===== src/rtl/mic1_run_ctrl_pkg.sv =====
// Shared types and default constants for the MIC-1 run-control unit.
package mic1_run_ctrl_pkg;

  // Run-control states; the encoding is fixed at 3 bits.
  typedef enum logic [2:0] {
    ST_IDLE  = 3'd0,
    ST_RUN   = 3'd1,
    ST_STEP  = 3'd2,
    ST_BREAK = 3'd3,
    ST_CLEAR = 3'd4
  } run_state_e;

  // Default parameter values for the board build.
  localparam int DEF_DB_CYCLES = 100000;
  localparam int DEF_CNT_W     = 16;
  localparam int DEF_STEP_LEN  = 1;
  localparam int DEF_LED_W     = 4;

  // The MIC-1 datapath is clocked only while running or stepping.
  function automatic logic state_enables_core(run_state_e s);
    return (s == ST_RUN) || (s == ST_STEP);
  endfunction

endpackage


===== src/rtl/mic1_run_ctrl_debounce.sv =====
// Button conditioner: two-flop synchroniser, stable-level debounce and a
// registered one-cycle pulse on the debounced rising edge. Release edges are
// debounced like presses but never produce a pulse.
module btn_debounce #(
  parameter int DB_CYCLES = 100000
) (
  input  logic clk,
  input  logic rst,
  input  logic btn_raw,
  output logic pulse
);

  localparam int CW = (DB_CYCLES < 1) ? 1 : $clog2(DB_CYCLES + 1);
  localparam logic [CW-1:0] CNT_LAST = CW'(DB_CYCLES - 1);
  localparam logic [CW-1:0] CNT_ONE  = CW'(1);
  localparam logic [CW-1:0] CNT_ZERO = '0;

  logic          sync1_q, sync1_d;
  logic          sync2_q, sync2_d;
  logic [CW-1:0] cnt_q, cnt_d;
  logic          stable_q, stable_d;
  logic          stable_dly_q, stable_dly_d;
  logic          pulse_q, pulse_d;

  // Next-state logic: the stable level only follows the synchronised input
  // after DB_CYCLES consecutive samples that disagree with it; any sample
  // that agrees restarts the count, which is what swallows bounce.
  always_comb begin
    sync1_d      = btn_raw;
    sync2_d      = sync1_q;
    cnt_d        = cnt_q;
    stable_d     = stable_q;
    stable_dly_d = stable_q;
    pulse_d      = stable_q & ~stable_dly_q;
    if (sync2_q == stable_q) begin
      cnt_d = CNT_ZERO;
    end else if (cnt_q == CNT_LAST) begin
      stable_d = sync2_q;
      cnt_d    = CNT_ZERO;
    end else begin
      cnt_d = cnt_q + CNT_ONE;
    end
  end

  // All debounce state clears to 0 so reset release cannot fake a press.
  always_ff @(posedge clk or posedge rst) begin
    if (rst) begin
      sync1_q      <= 1'b0;
      sync2_q      <= 1'b0;
      cnt_q        <= CNT_ZERO;
      stable_q     <= 1'b0;
      stable_dly_q <= 1'b0;
      pulse_q      <= 1'b0;
    end else begin
      sync1_q      <= sync1_d;
      sync2_q      <= sync2_d;
      cnt_q        <= cnt_d;
      stable_q     <= stable_d;
      stable_dly_q <= stable_dly_d;
      pulse_q      <= pulse_d;
    end
  end

  assign pulse = pulse_q;

endmodule


===== src/rtl/mic1_run_ctrl.sv =====
// Run-control unit for the MIC-1 board: turns debounced button presses into
// a clock enable and a synchronous clear for the core, counts enabled cycles
// and stops on a cycle-count breakpoint.
// Handshake: none; button pulses are single-cycle strobes and every output
// is a registered Moore output that changes one cycle after its cause.
module mic1_run_ctrl
  import mic1_run_ctrl_pkg::*;
#(
  parameter int DB_CYCLES = DEF_DB_CYCLES,
  parameter int CNT_W     = DEF_CNT_W,
  parameter int STEP_LEN  = DEF_STEP_LEN,
  parameter int LED_W     = DEF_LED_W
) (
  input  logic             clk,
  input  logic             reset,
  input  logic             btn_run,
  input  logic             btn_stop,
  input  logic             btn_step,
  input  logic             btn_clear,
  input  logic             bp_en,
  input  logic [CNT_W-1:0] bp_value,
  output logic             mic1_en,
  output logic             mic1_clear,
  output logic [CNT_W-1:0] cycle_cnt,
  output logic             led_run,
  output logic             led_idle,
  output logic             led_break,
  output logic [LED_W-1:0] led_step
);

  localparam logic [CNT_W-1:0] CNT_ONE   = CNT_W'(1);
  localparam logic [CNT_W-1:0] CNT_ZERO  = '0;
  localparam logic [CNT_W-1:0] STEP_LOAD = CNT_W'(STEP_LEN);

  logic run_p, stop_p, step_p, clear_p;

  btn_debounce #(.DB_CYCLES(DB_CYCLES)) u_db_run (
    .clk(clk), .rst(reset), .btn_raw(btn_run), .pulse(run_p)
  );
  btn_debounce #(.DB_CYCLES(DB_CYCLES)) u_db_stop (
    .clk(clk), .rst(reset), .btn_raw(btn_stop), .pulse(stop_p)
  );
  btn_debounce #(.DB_CYCLES(DB_CYCLES)) u_db_step (
    .clk(clk), .rst(reset), .btn_raw(btn_step), .pulse(step_p)
  );
  btn_debounce #(.DB_CYCLES(DB_CYCLES)) u_db_clear (
    .clk(clk), .rst(reset), .btn_raw(btn_clear), .pulse(clear_p)
  );

  run_state_e       state_q, state_d;
  logic [CNT_W-1:0] cnt_q, cnt_d;
  logic [CNT_W-1:0] left_q, left_d;
  logic             en_q, en_d;
  logic             clr_q, clr_d;
  logic             lrun_q, lrun_d;
  logic             lidle_q, lidle_d;
  logic             lbrk_q, lbrk_d;
  logic [CNT_W-1:0] cnt_inc;
  logic             bp_hit;

  // Next state, counters and output decode. Pulse priority is
  // clear > stop > run > step; a breakpoint loses to stop but the enabled
  // cycle that coincides with it still counts.
  always_comb begin
    cnt_inc = cnt_q + CNT_ONE;
    bp_hit  = bp_en & en_q & (cnt_inc == bp_value);
    state_d = state_q;
    cnt_d   = en_q ? cnt_inc : cnt_q;
    left_d  = left_q;
    if (clear_p) begin
      state_d = ST_CLEAR;
      cnt_d   = CNT_ZERO;
      left_d  = CNT_ZERO;
    end else begin
      case (state_q)
        ST_IDLE, ST_BREAK: begin
          if (stop_p) begin
            state_d = ST_IDLE;
          end else if (run_p) begin
            state_d = ST_RUN;
          end else if (step_p) begin
            state_d = ST_STEP;
            left_d  = STEP_LOAD;
          end
        end
        ST_RUN: begin
          if (stop_p) begin
            state_d = ST_IDLE;
          end else if (bp_hit) begin
            state_d = ST_BREAK;
          end
        end
        ST_STEP: begin
          // Extra step presses are ignored until the burst ends.
          if (stop_p) begin
            state_d = ST_IDLE;
            left_d  = CNT_ZERO;
          end else if (bp_hit) begin
            state_d = ST_BREAK;
            left_d  = CNT_ZERO;
          end else if (left_q == CNT_ONE) begin
            state_d = ST_IDLE;
            left_d  = CNT_ZERO;
          end else begin
            left_d = left_q - CNT_ONE;
          end
        end
        ST_CLEAR: begin
          state_d = ST_IDLE;
        end
        default: begin
          state_d = ST_IDLE;
          left_d  = CNT_ZERO;
        end
      endcase
    end
    en_d    = state_enables_core(state_d);
    clr_d   = (state_d == ST_CLEAR);
    lrun_d  = state_enables_core(state_d);
    lidle_d = (state_d == ST_IDLE);
    lbrk_d  = (state_d == ST_BREAK);
  end

  // Single state register; outputs are registered from the next-state
  // decode so reset drops the core enable immediately.
  always_ff @(posedge clk or posedge reset) begin
    if (reset) begin
      state_q <= ST_IDLE;
      cnt_q   <= CNT_ZERO;
      left_q  <= CNT_ZERO;
      en_q    <= 1'b0;
      clr_q   <= 1'b0;
      lrun_q  <= 1'b0;
      lidle_q <= 1'b1;
      lbrk_q  <= 1'b0;
    end else begin
      state_q <= state_d;
      cnt_q   <= cnt_d;
      left_q  <= left_d;
      en_q    <= en_d;
      clr_q   <= clr_d;
      lrun_q  <= lrun_d;
      lidle_q <= lidle_d;
      lbrk_q  <= lbrk_d;
    end
  end

  assign mic1_en    = en_q;
  assign mic1_clear = clr_q;
  assign cycle_cnt  = cnt_q;
  assign led_run    = lrun_q;
  assign led_idle   = lidle_q;
  assign led_break  = lbrk_q;
  assign led_step   = cnt_q[LED_W-1:0];

endmodule


===== config.mk =====
export PLATFORM = sky130hd
export DESIGN_NAME = mic1_run_ctrl
export DESIGN_NICKNAME = d
export VERILOG_FILES = /design/src/rtl/mic1_run_ctrl_pkg.sv /design/src/rtl/mic1_run_ctrl_debounce.sv /design/src/rtl/mic1_run_ctrl.sv
export SDC_FILE = /design/constraint.sdc
export NUM_CORES = 1
export LEC_CHECK = 0
export CORE_MARGIN = 2
export CORE_UTILIZATION = 43
export CTS_BUF_LIST = sky130_fd_sc_hd__clkbuf_4
export DETAILED_ROUTE_END_ITERATION = 8
export PLACE_DENSITY = 0.63
export REMOVE_ABC_BUFFERS = 1
export SLEW_MARGIN = 30
export SYNTH_ARGS = -nofsm -noshare
export SYNTH_HDL_FRONTEND = slang
export SYNTH_HIERARCHICAL = 1
export SYNTH_SLANG_ARGS = --single-unit

===== constraint.sdc =====
create_clock -name clk -period 7.1 [get_ports clk]
set_input_delay 1.42 -clock clk [delete_from_list [all_inputs] [get_ports clk]]
set_output_delay 1.42 -clock clk [all_outputs]
set_load 0.01 [all_outputs]

After elaboration in Yosys (flattened, before gate mapping)
Index checks and enable logic that the tools add are counted.
{"block": "op_classes", "add_sub_neg": 6, "n_eq_ne": 22, "n_mux": 28, "bitwise_logic": 14, "n_reduce_logical": 11}
{"operator": "2-to-1 mux 16 bit", "n": 9}
{"operator": "2-to-1 mux 17 bit", "n": 8}
{"operator": "adder 17 x 1 -> 17 bit, second input constant", "n": 4}
{"operator": "== test 17 bit, second input constant", "n": 4}
{"operator": "case mux 16 bit (3 select lines)", "n": 1}
{"operator": "2-to-1 mux 3 bit", "n": 9}
{"operator": "adder 16 x 1 -> 16 bit, second input constant", "n": 1}
{"operator": "== test 16 x 1 -> 1 bit, second input constant", "n": 1}
{"operator": "== test 16 bit", "n": 1}
{"operator": "subtractor 16 x 1 -> 16 bit, second input constant", "n": 1}
{"operator": "== test 3 x 2 -> 1 bit, second input constant", "n": 4}
{"operator": "case mux 3 bit (3 select lines)", "n": 1}
{"operator": "NOT 1 bit", "n": 8}
{"operator": "AND reduction 2 bit", "n": 4}
{"operator": "AND 1 bit", "n": 6}
{"operator": "== test 3 x 1 -> 1 bit, second input constant", "n": 2}
{"operator": "== test 3 bit, second input constant", "n": 2}
{"operator": "logical NOT 3 bit", "n": 2}
{"operator": "inequality test 3 x 2 -> 1 bit, second input constant", "n": 2}
{"operator": "== test 1 bit", "n": 4}
{"operator": "AND reduction 4 bit", "n": 1}
{"operator": "OR reduction 2 bit", "n": 2}
{"operator": "inequality test 3 x 1 -> 1 bit, second input constant", "n": 1}
{"operator": "inequality test 2 x 1 -> 1 bit, second input constant", "n": 1}
{"operator": "2 further kinds", "n": 2}
{"block": "totals", "regBits": 127, "in_bits": 23, "output_inout_bits": 25, "elab_cells": 112}

Depth between registers and ports, before layout
Gate-level depths: netlist of the first run.
{"block": "depth", "depth_word": 9, "mapped_depth": 11, "depth_no_buf": 9}

By module
The synthesis of the first run kept the hierarchy.
{"mod": "btn_debounce", "n_inst": 4, "cells_per_inst": 92, "area_per_inst_um2": 994.7, "seq_area_each_um2": 550.5}
{"mod": "mic1_run_ctrl", "n_inst": 1, "cells_per_inst": 285, "area_per_inst_um2": 2655.0, "seq_area_each_um2": 977.2}

Worst setup path before layout of the first run
Ideal clock, no wire load.
{"block": "synth_timing", "path_kind": "input to register", "startpoint": "input bp_value[2]", "endpoint": "register left_q[10]", "setup_time_ns": 0.119, "arrival_time_ns": 3.081, "required_time_ns": 6.981, "path_slack_ns": 3.900, "stages": 9, "path_buffers": 1, "cell_sequence": "xor2_1 -> o211a_1 -> o22ai_1 -> nand4b_4 -> nor4b_4 -> nand4_4 -> a31oi_4 -> buf_6 -> nor2_2"}
{"block": "synth_between", "elab_chain_cells": 6}
{"element": "from (decl)", "line_no": "mic1_run_ctrl.sv:21", "rtl": "input logic [CNT_W-1:0] bp_value,"}
{"element": "== test 16 bit", "line_no": "mic1_run_ctrl.sv:66", "rtl": "bp_hit = bp_en & en_q & (cnt_inc == bp_value);"}
{"element": "AND 1 bit", "line_no": "mic1_run_ctrl.sv:66"}
{"element": "2-to-1 mux 16 bit", "line_no": "mic1_run_ctrl.sv:98", "rtl": "end else if (bp_hit) begin"}
{"element": "2-to-1 mux 16 bit", "line_no": "mic1_run_ctrl.sv:95", "rtl": "if (stop_p) begin"}
{"element": "case mux 16 bit (3 select lines)", "line_no": "mic1_run_ctrl.sv:75", "rtl": "case (state_q)"}
{"element": "2-to-1 mux 16 bit", "line_no": "mic1_run_ctrl.sv:70", "rtl": "if (clear_p) begin"}
{"element": "to (signal assigned)", "line_no": "mic1_run_ctrl.sv:139", "rtl": "left_q <= left_d;"}
{"element": "to (decl)", "line_no": "mic1_run_ctrl.sv:52", "rtl": "logic [CNT_W-1:0] left_q, left_d;"}
No other way between the ends.
A chain may end at the register's enable or synchronous reset.

Worst setup path in the final report of the first run
{"block": "layout_timing", "startpoint": "input bp_value[2]", "endpoint": "register left_q[5]"}
Same word-level chain as after synthesis.

==> results of run 1 <==
## routing by layer
metal	vias to the layer above	wire [µm]	global-route usage [%]
met5	-	0	0
met4	0	138	6.01
met3	10	544	4.13
met2	91	5760	26.3
met1	2329	6050	22.4
li1	2352	-	-
## registers in the layout, indices dropped and copies added (netlist names), 3 cells and up
| register | flops |
|---|---|
| state_q | 3 |
| u_db_stop/cnt_q | 17 |
| cycle_cnt | 16 |
| u_db_run/cnt_q | 17 |
| u_db_clear/cnt_q | 17 |
| left_q | 16 |
| u_db_step/cnt_q | 17 |
## where the power goes
group | internal (mW) | leakage [nW] | total (mW) | switching (mW)
Combinational | 0.0238 | 1.26 | 0.0594 | 0.0355
Sequential | 0.731 | 1.72 | 0.736 | 0.00563
Clock | 0.217 | 0.145 | 0.462 | 0.245
Total | 0.971 | 3.12 | 1.26 | 0.287
## layout make-up
| class | instances | area (µm²) |
|---|---|---|
| antenna | 1 | 2.50 |
| clock buffer | 21 | 158 |
| clock inverter | 11 | 101 |
| fill | 1409 | 7720 |
| inverter | 21 | 78.8 |
| multi-input combinational | 479 | 3190 |
| sequential | 127 | 3180 |
| tap | 188 | 235 |
| timing repair buffer | 48 | 478 |
## worst max-delay path, delay by kind of cell
family / cells / cell delay, ns
AOI/OAI and AO/OA: 4 / 1.18
xor gates and xnor gates: 1 / 0.17
buffers and inverters: 1 / 0.47
and+or+nand+nor: 3 / 0.68
## through the flow
stage | area (µm²) | worst slack (ns) | instances
6_report | 7430 | 3.55 | 896
5_1_grt | 7430 | 3.50 | 896
4_1_cts | 7420 | 3.61 | 895
3_5_place_dp | 7160 | 3.01 | 863
3_3_place_gp | 7160 | 3.12 | 863
2_1_floorplan | 6450 | 3.82 | 627
## cell usage in the layout (no fill, tap or decap), types with 3 or more instances in the layout
cell type        count
nor3_1              19
and4_1               6
nor4_2               5
a21oi_1              6
clkinv_2             3
dfrtp_1            126
nand2_1             41
inv_1               20
nor3b_1              6
a41o_2               4
ha_1                 7
clkinv_1             6
nand4_1             35
nand3_1             24
nor2b_1              7
xnor2_1             64
xor2_1              48
clkdlybuf4s50_1     47
and3_1               5
clkbuf_4            21
or4b_1               6
o21ai_0              3
nor4_1              24
nor2_2              10
and3_2               4
mux2_2               4
mux2i_1              3
nor2_1             105
## cell families after synthesis
| family | count (synthesis) |
|---|---|
| AND/OR/NAND/NOR | 320 |
| flip-flops | 127 |
| XOR/XNOR | 112 |
| buffers and inverters | 47 |
| AO/OA/AOI/OAI | 31 |
| multiplexers | 8 |
| adder cells (fa/ha/maj) | 8 |
## worst max path at each step
stage                      startpoint          to  slack [ns]  cells after the start
after CTS                 bp_value[2]  left_q[15]        3.61                      9
after global routing      bp_value[2]  left_q[15]        3.50                      9
after detailed placement  bp_value[2]   left_q[5]        3.01                      9
after floorplan           bp_value[2]  left_q[13]        3.82                      8
final                     bp_value[2]   left_q[5]        3.55                      9
after global placement    bp_value[2]  left_q[13]        3.12                      9
==> flow_metrics.py, run 1 <==
metrics = {
    "logic_synthesis": {
        "yosysMostFrequentCell": "dfrtp_1",
        "synth_largest_area_cell": "dfrtp_1",
        "yosys.cell_types.count": 66,
        "synth_top_flop_cell": "dfrtp_1",
        "synth_area_um2": 6630,
        "synthAdderAreaFrac_pct": 1.47,
        "synth_top_family_by_area": "simple AND/OR/NAND/NOR gates",
        "yosys_warnings": 6,
        "ys_seq_area_share_pct": 47.9,
        "synth.mux.area_fraction_pct": 1.30,
        "ys_async_sr_fraction_pct": 100,
        "avgSynthCellArea_um2": 10.2,
        "synth_xor_xnor_area_share_pct": 14.8,
        "netlist_top_cells_area": "dfrtp_1 (48%), xnor2_1 (8.4%), xor2_1 (6.3%)",
        "ys_ff_latch": 127,
        "yosys.area_share.simple_pct": 26.7,
        "yosysTopAreaCellShare_pct": 47.5,
        "synth_common_cells": "dfrtp_1 (126), nor2_1 (105), xnor2_1 (64), xor2_1 (48), nand2_1 (41)",
        "synth_edf_count": 0,
        "synthCells": 653,
        "synth-compound-area-share_pct": 3.89,
    },
    "cts": {
        "h-tree-depth": 4,
        "clockBufferDepth": 2,
        "clock_latency_ns": 0.52,
        "numCtsBuffers": 17,
        "cts_sinks": 127,
        "post_cts_buffers": 0,
        "cts_root_buffer": "clkbuf_4",
        "cts_hold_buffers": 0,
        "cts_tree": "built",
        "cts.clk_slew.worst_paths_ns": 0.11,
        "cts_resized": 0,
    },
    "floorplanning": {
        "dieArea_um2": 16400,
        "start_util_pct": 43.8,
        "die_w_um": 128,
        "rows": 45,
        "io_pins": 48,
        "core_area_um2": 15100,
        "die_h_um": 128,
    },
    "setup_path": {
        "worstPathArrival_ns": 3.94,
        "timing.rr.end": "left_q[5]",
        "path_cells": "clkdlybuf4s50_1 -> xor2_1 -> o211a_1 -> o22ai_1 -> nand4b_4 -> nor4b_4 -> nand4_4 -> a31oi_4 -> a21oi_1",
        "critPathRequiredTime_ns": 7.48,
        "crit_path_top_delay_cell": "a31oi_4",
        "critical_path_class": "in -> reg",
        "crit_path_end_kind": "register",
        "r2r_setup_slack_ns": 3.95,
        "cp-start-kind": "input port",
        "worst-path-max-fanout": 14,
        "timing.rr.start": "cycle_cnt[0]",
        "r2r_cells": 8,
        "max_stage_delay_ns": 0.52,
    },
    "run": {
        "cap_violations": 0,
    },
    "sta": {
        "finalSetupViolCount": 0,
        "finalSetupTns_ns": 0,
        "tightestPinTransition_ns": 0.827,
        "slew_viol_final": 0,
        "hold_viol_final": 0,
        "period_needed_ns": 3.55,
        "fmax_ghz": 0.281,
        "fin_skew_ns": 0.0158,
        "fin_crit_sh_pct": 50.1,
        "whs_ns": 0.355,
        "rsz0062_at_grt": "no",
        "slew_headroom_pct": 44.8,
    },
    "global_routing": {
        "grt_use_total_pct": 16.7,
        "antenna_found_initial": 1,
        "grt_pass1_vias": 4694,
        "grt_overflow": 0,
        "grt_max_degree": 40,
        "grt_pass1_wl_um": 22100,
    },
    "layout": {
        "drive_above_1_share_pct": 9.62,
        "syn_to_final_growth_pct": 11.9,
        "finalNetCount": 724,
        "fin_util_pct": 49.0,
    },
    "outcome": {
        "status": "completed",
    },
    "place": {
        "io_buffer_count": 47,
        "gp_congestion": 0.852,
        "dpl.hpwl_um": 8750,
    },
    "hold_path": {
        "holdPathEnd": "u_db_run/sync2_q",
        "hp-class": "reg -> reg",
        "holdPathStages": 0,
        "hold_start": "u_db_run/sync1_q",
    },
    "drt": {
        "routedWlPerCell_um": 13.9,
        "avgViaCountPerCell": 5.34,
        "drc": 0,
        "via_count": 4782,
        "drtIter0Drc": 291,
        "routed_wl_um": 12500,
        "antenna_left": 0,
        "dr.pass1.iters": 4,
    },
    "pwr": {
        "power_mw": 1.26,
        "leakagePower_nw": 3.12,
        "powerDensity_nw_per_um2": 169,
        "peakVddDrop_mv": 0.0765,
    },
}
Note: power is estimated with default switching activity, not from simulation.
==> inputs of run 2 (changes only) <==
- clock period: 7.1 -> 3.28 ns (I/O delays scaled with it)
==> flow_metrics.py, run 2 (synthesis results as in run 1) <==
metrics = {
    "outcome": {
        "status": "completed",
    },
    "drt": {
        "via_count": 4820,
        "antenna_left": 0,
        "avgViaCountPerCell": 5.36,
        "dr.pass1.iters": 5,
        "routedWlPerCell_um": 14.3,
        "routed_wl_um": 12900,
        "drc": 0,
        "drtIter0Drc": 211,
    },
    "layout": {
        "final_common_cell": "dfrtp_1",
        "antennaDiodeCount": 0,
        "design_area_um2": 7470,
        "multi_input_area_um2": 3190,
        "finalNetCount": 728,
        "num-fill-cells": 1404,
        "final_cell_mix": "dfrtp_1 (126), nor2_1 (105), xnor2_1 (64), xor2_1 (48), clkdlybuf4s50_1 (47)",
        "final_cells": 899,
        "register_area_um2": 3180,
        "syn_to_final_growth_pct": 12.6,
        "drive_above_1_share_pct": 10.5,
        "fin_util_pct": 49.3,
    },
    "floorplanning": {
        "die_w_um": 128,
        "rows": 45,
        "core_area_um2": 15100,
        "dieArea_um2": 16400,
        "io_pins": 48,
        "die_h_um": 128,
        "start_util_pct": 43.8,
    },
    "setup_path": {
        "timing.rr.start": "cycle_cnt[0]",
        "max_stage_delay_ns": 0.50,
        "crit_path_top_delay_cell": "dfrtp_1",
        "critPathRequiredTime_ns": 3.69,
        "cp_num_cells": 10,
        "r2r_cells": 10,
        "r2r_setup_slack_ns": 0.44,
        "worstPathArrival_ns": 3.26,
        "critical_path_class": "reg -> reg",
        "cp_num_buf_inv": 1,
        "crit_end": "left_q[5]",
        "timing.rr.end": "left_q[5]",
        "startpoint": "cycle_cnt[0]",
        "crit_path_end_kind": "register",
        "worst-path-max-fanout": 14,
        "cp-start-kind": "register",
        "path_cells": "ha_1 -> and4_1 -> xnor2_1 -> o41a_1 -> nand4b_4 -> nor4b_4 -> nand4_4 -> a31oi_4 -> buf_12 -> a21oi_1",
        "cpLargestDelayFamily": "simple AND/OR/NAND/NOR gates",
    },
    "cts": {
        "h-tree-depth": 4,
        "clockBufferDepth": 2,
        "clock_latency_ns": 0.53,
        "cts_root_buffer": "clkbuf_4",
        "numCtsBuffers": 17,
        "cts_hold_buffers": 0,
        "cts.clk_slew.worst_paths_ns": 0.11,
        "cts_sinks": 127,
        "cts_tree": "built",
        "cts_resized": 0,
        "post_cts_buffers": 0,
    },
    "sta": {
        "whs_ns": 0.357,
        "hold_viol_final": 0,
        "slew_viol_final": 0,
        "finalSetupTns_ns": 0,
        "fin_ws_ns": 0.437,
        "fin_crit_sh_pct": 86.7,
        "fmax_ghz": 0.352,
        "tightestPinTransition_ns": 0.818,
        "period_needed_ns": 2.84,
        "finalSetupViolCount": 0,
        "fin_skew_ns": 0.00992,
        "rsz0062_at_grt": "no",
        "slew_headroom_pct": 45.4,
    },
    "global_routing": {
        "gr-usage-met1_pct": 23.5,
        "grt_pass1_wl_um": 22900,
        "grt_pass1_vias": 4752,
        "grt_max_degree": 29,
        "grt.met3_usage_pct": 4.13,
        "grt_overflow": 0,
        "grt_busiest_layer": "met2",
        "antenna_found_initial": 0,
        "grt_use_total_pct": 17.3,
        "gr-usage-met2_pct": 26.7,
    },
    "place": {
        "io_buffer_count": 47,
        "gp_congestion": 0.852,
        "dpl.hpwl_um": 8970,
        "place_inst": 867,
        "place_ws_ns": 0.216,
        "placed_cell_area_um2": 7210,
    },
    "hold_path": {
        "hp-class": "reg -> reg",
        "hold_start": "u_db_run/sync1_q",
    },
    "pwr": {
        "peakVddDrop_mv": 0.184,
        "powerDensity_nw_per_um2": 367,
        "leakagePower_nw": 3.14,
        "power_mw": 2.74,
    },
    "run": {
        "cap_violations": 0,
    },
}
## run 2: final cells by class
class,instances,share of cell area (%)
timing repair buffer,52,6.97
multi-input combinational,479,42.7
inverter,21,1.05
sequential,127,42.5
clock buffer,19,1.91
tap,188,3.15
clock inverter,13,1.64
## run 2: worst min-delay path by stage
stage	cells past startpoint	slack [ns]	end
final	0	0.36	u_db_run/sync2_q
after global routing	0	0.37	u_db_step/sync2_q
after CTS	0	0.36	u_db_run/sync2_q
after detailed placement	0	0.33	u_db_run/sync2_q
after global placement	0	0.33	u_db_run/sync2_q
after floorplan	0	0.33	u_db_clear/sync2_q
## run 2: per-layer routing
layer	vias up	share of wire (%)
li1	2364	-
met5	-	0
met4	0	2.0
met1	2329	49
met2	100	45
met3	27	3.9
## run 2: power by group
group	total, mW	internal [mW]	switching, mW
registers	1.59	1.58	0.0120
clock network	1.02	0.455	0.561
logic	0.130	0.0524	0.0778
==> inputs of run 3 (changes only) <==
- ABC_AREA: not set -> 1
- PLACE_DENSITY: 0.63 -> 0.62
==> flow_metrics.py, run 3 <==
metrics = {
    "outcome": {
        "status": "completed",
    },
    "sta": {
        "fin_ws_ns": 0.904,
        "rsz0062_at_grt": "no",
        "fin_crit_sh_pct": 72.4,
        "slew_headroom_pct": 41.9,
        "fmax_ghz": 0.421,
        "fin_skew_ns": 0.0272,
        "finalSetupTns_ns": 0,
        "slew_viol_final": 0,
        "finalSetupViolCount": 0,
        "whs_ns": 0.361,
        "period_needed_ns": 2.38,
        "tightestPinTransition_ns": 0.870,
        "hold_viol_final": 0,
    },
    "place": {
        "place_ws_ns": 0.706,
        "io_buffer_count": 47,
        "placed_cell_area_um2": 8050,
        "gp_congestion": 0.827,
        "place_inst": 1244,
        "dpl.hpwl_um": 11400,
    },
    "layout": {
        "design_area_um2": 8370,
        "drive_above_1_share_pct": 12.9,
        "fin_util_pct": 50.3,
        "final_cell_mix": "nand2_1 (238), nor2_1 (169), dfrtp_1 (126), inv_1 (120), nand3_1 (75)",
        "final_common_cell": "nand2_1",
        "num-fill-cells": 1591,
        "final_cells": 1277,
        "finalNetCount": 1073,
        "syn_to_final_growth_pct": 14.1,
    },
    "logic_synthesis": {
        "synthAdderAreaFrac_pct": 1.19,
        "yosysMostFrequentCell": "nand2_1",
        "synth.mux.area_fraction_pct": 0,
        "ys_async_sr_fraction_pct": 100,
        "synth-compound-area-share_pct": 4.59,
        "synth_area_um2": 7330,
        "synthCells": 984,
        "ys_seq_area_share_pct": 43.4,
        "yosysTopAreaCellShare_pct": 43.0,
        "yosys.area_share.simple_pct": 38.0,
        "synth_edf_count": 0,
        "yosys_warnings": 6,
        "synth_top_family_by_area": "simple AND/OR/NAND/NOR gates",
        "avgSynthCellArea_um2": 7.45,
        "synth_top_flop_cell": "dfrtp_1",
        "synth_largest_area_cell": "dfrtp_1",
        "synth_xor_xnor_area_share_pct": 5.15,
        "ys_ff_latch": 127,
        "netlist_top_cells_area": "dfrtp_1 (43%), nand2_1 (12%), nor2_1 (8.7%)",
        "synth_common_cells": "nand2_1 (238), nor2_1 (169), dfrtp_1 (126), inv_1 (122), nand3_1 (75)",
        "yosys.cell_types.count": 37,
    },
    "hold_path": {
        "hold_start": "u_db_run/sync1_q",
        "holdPathEnd": "u_db_run/sync2_q",
        "hp-class": "reg -> reg",
        "holdPathStages": 0,
    },
    "cts": {
        "h-tree-depth": 4,
        "cts_tree": "built",
        "cts_hold_buffers": 0,
        "post_cts_buffers": 0,
        "cts_sinks": 127,
        "clockBufferDepth": 2,
        "clock_latency_ns": 0.55,
        "cts.clk_slew.worst_paths_ns": 0.11,
        "numCtsBuffers": 17,
        "cts_root_buffer": "clkbuf_4",
        "cts_resized": 0,
    },
    "setup_path": {
        "r2r_cells": 12,
        "critPathRequiredTime_ns": 3.69,
        "timing.rr.end": "left_q[15]",
        "cp-start-kind": "register",
        "r2r_setup_slack_ns": 0.90,
        "timing.rr.start": "cycle_cnt[0]",
        "critical_path_class": "reg -> reg",
        "worst-path-max-fanout": 9,
        "crit_path_end_kind": "register",
        "worstPathArrival_ns": 2.79,
    },
    "floorplanning": {
        "core_area_um2": 16600,
        "start_util_pct": 44.1,
        "die_w_um": 135,
        "dieArea_um2": 18100,
        "io_pins": 48,
        "rows": 47,
        "die_h_um": 135,
    },
    "drt": {
        "routedWlPerCell_um": 12.0,
        "routed_wl_um": 15300,
        "avgViaCountPerCell": 4.77,
        "drc": 0,
        "via_count": 6085,
        "dr.pass1.iters": 5,
        "drtIter0Drc": 376,
        "antenna_left": 0,
    },
    "global_routing": {
        "grt_max_degree": 30,
        "grt_pass1_wl_um": 27200,
        "grt_use_total_pct": 18.5,
        "grt_overflow": 0,
        "grt_pass1_vias": 5833,
        "antenna_found_initial": 1,
    },
    "pwr": {
        "powerDensity_nw_per_um2": 346,
        "peakVddDrop_mv": 0.232,
        "power_mw": 2.90,
        "leakagePower_nw": 3.78,
    },
    "run": {
        "cap_violations": 0,
    },
}
run 3: layer usage:
layer	vias to the layer above	global-route usage [%]	share of wire, %
met5	-	0	0
met4	0	6.67	1.5
met3	18	3.12	2.7
met2	84	29.1	46
met1	2782	25.9	50
li1	3201	-	-
run 3: layout make-up:
cell class	instances	area, µm²	area share, %
Sequential cell	127	3180	38.0
Inverter	136	510	6.10
Clock inverter	15	185	2.21
Multi-Input combinational cell	712	3590	42.9
Tap cell	220	275	3.29
Antenna cell	1	2.50	0.0299
Clock buffer	17	128	1.52
Timing Repair Buffer	49	498	5.95
run 3: cell families (layout without fill, tap and decap cells):
logic type,after synthesis,after routing
compound gates,57,57
xor+xnor,38,38
fa+ha+maj,7,7
buf+inv,145,217
flops,127,127
other cells,0,1
simple gates,610,610
run 3: worst max-delay path by stage:
stage,depth (start not counted),endpoint,from
floorplan,10,left_q[10],cycle_cnt[0]
global placement,12,left_q[12],bp_value[1]
detailed placement,12,left_q[13],bp_value[1]
CTS,12,left_q[15],cycle_cnt[0]
global route,15,led_run,cycle_cnt[0]
finish,12,left_q[15],cycle_cnt[0]
run 3: power breakdown:
group	internal (mW)	switching [mW]	total, mW
registers	1.58	0.0145	1.60
logic	0.0483	0.0777	0.126
clock network	0.538	0.635	1.17
run 3: critical path, stage by stage (launching register included):
cell,delay [ns]
dfrtp_1,0.47
ha_1,0.25
nand3_1,0.17
nor2_2,0.21
nand3_1,0.11
nand2_1,0.09
nand3_1,0.07
nand2_1,0.06
nand2_1,0.07
nor2_1,0.15
nand3_2,0.21
a31oi_4,0.33
nor2_1,0.07
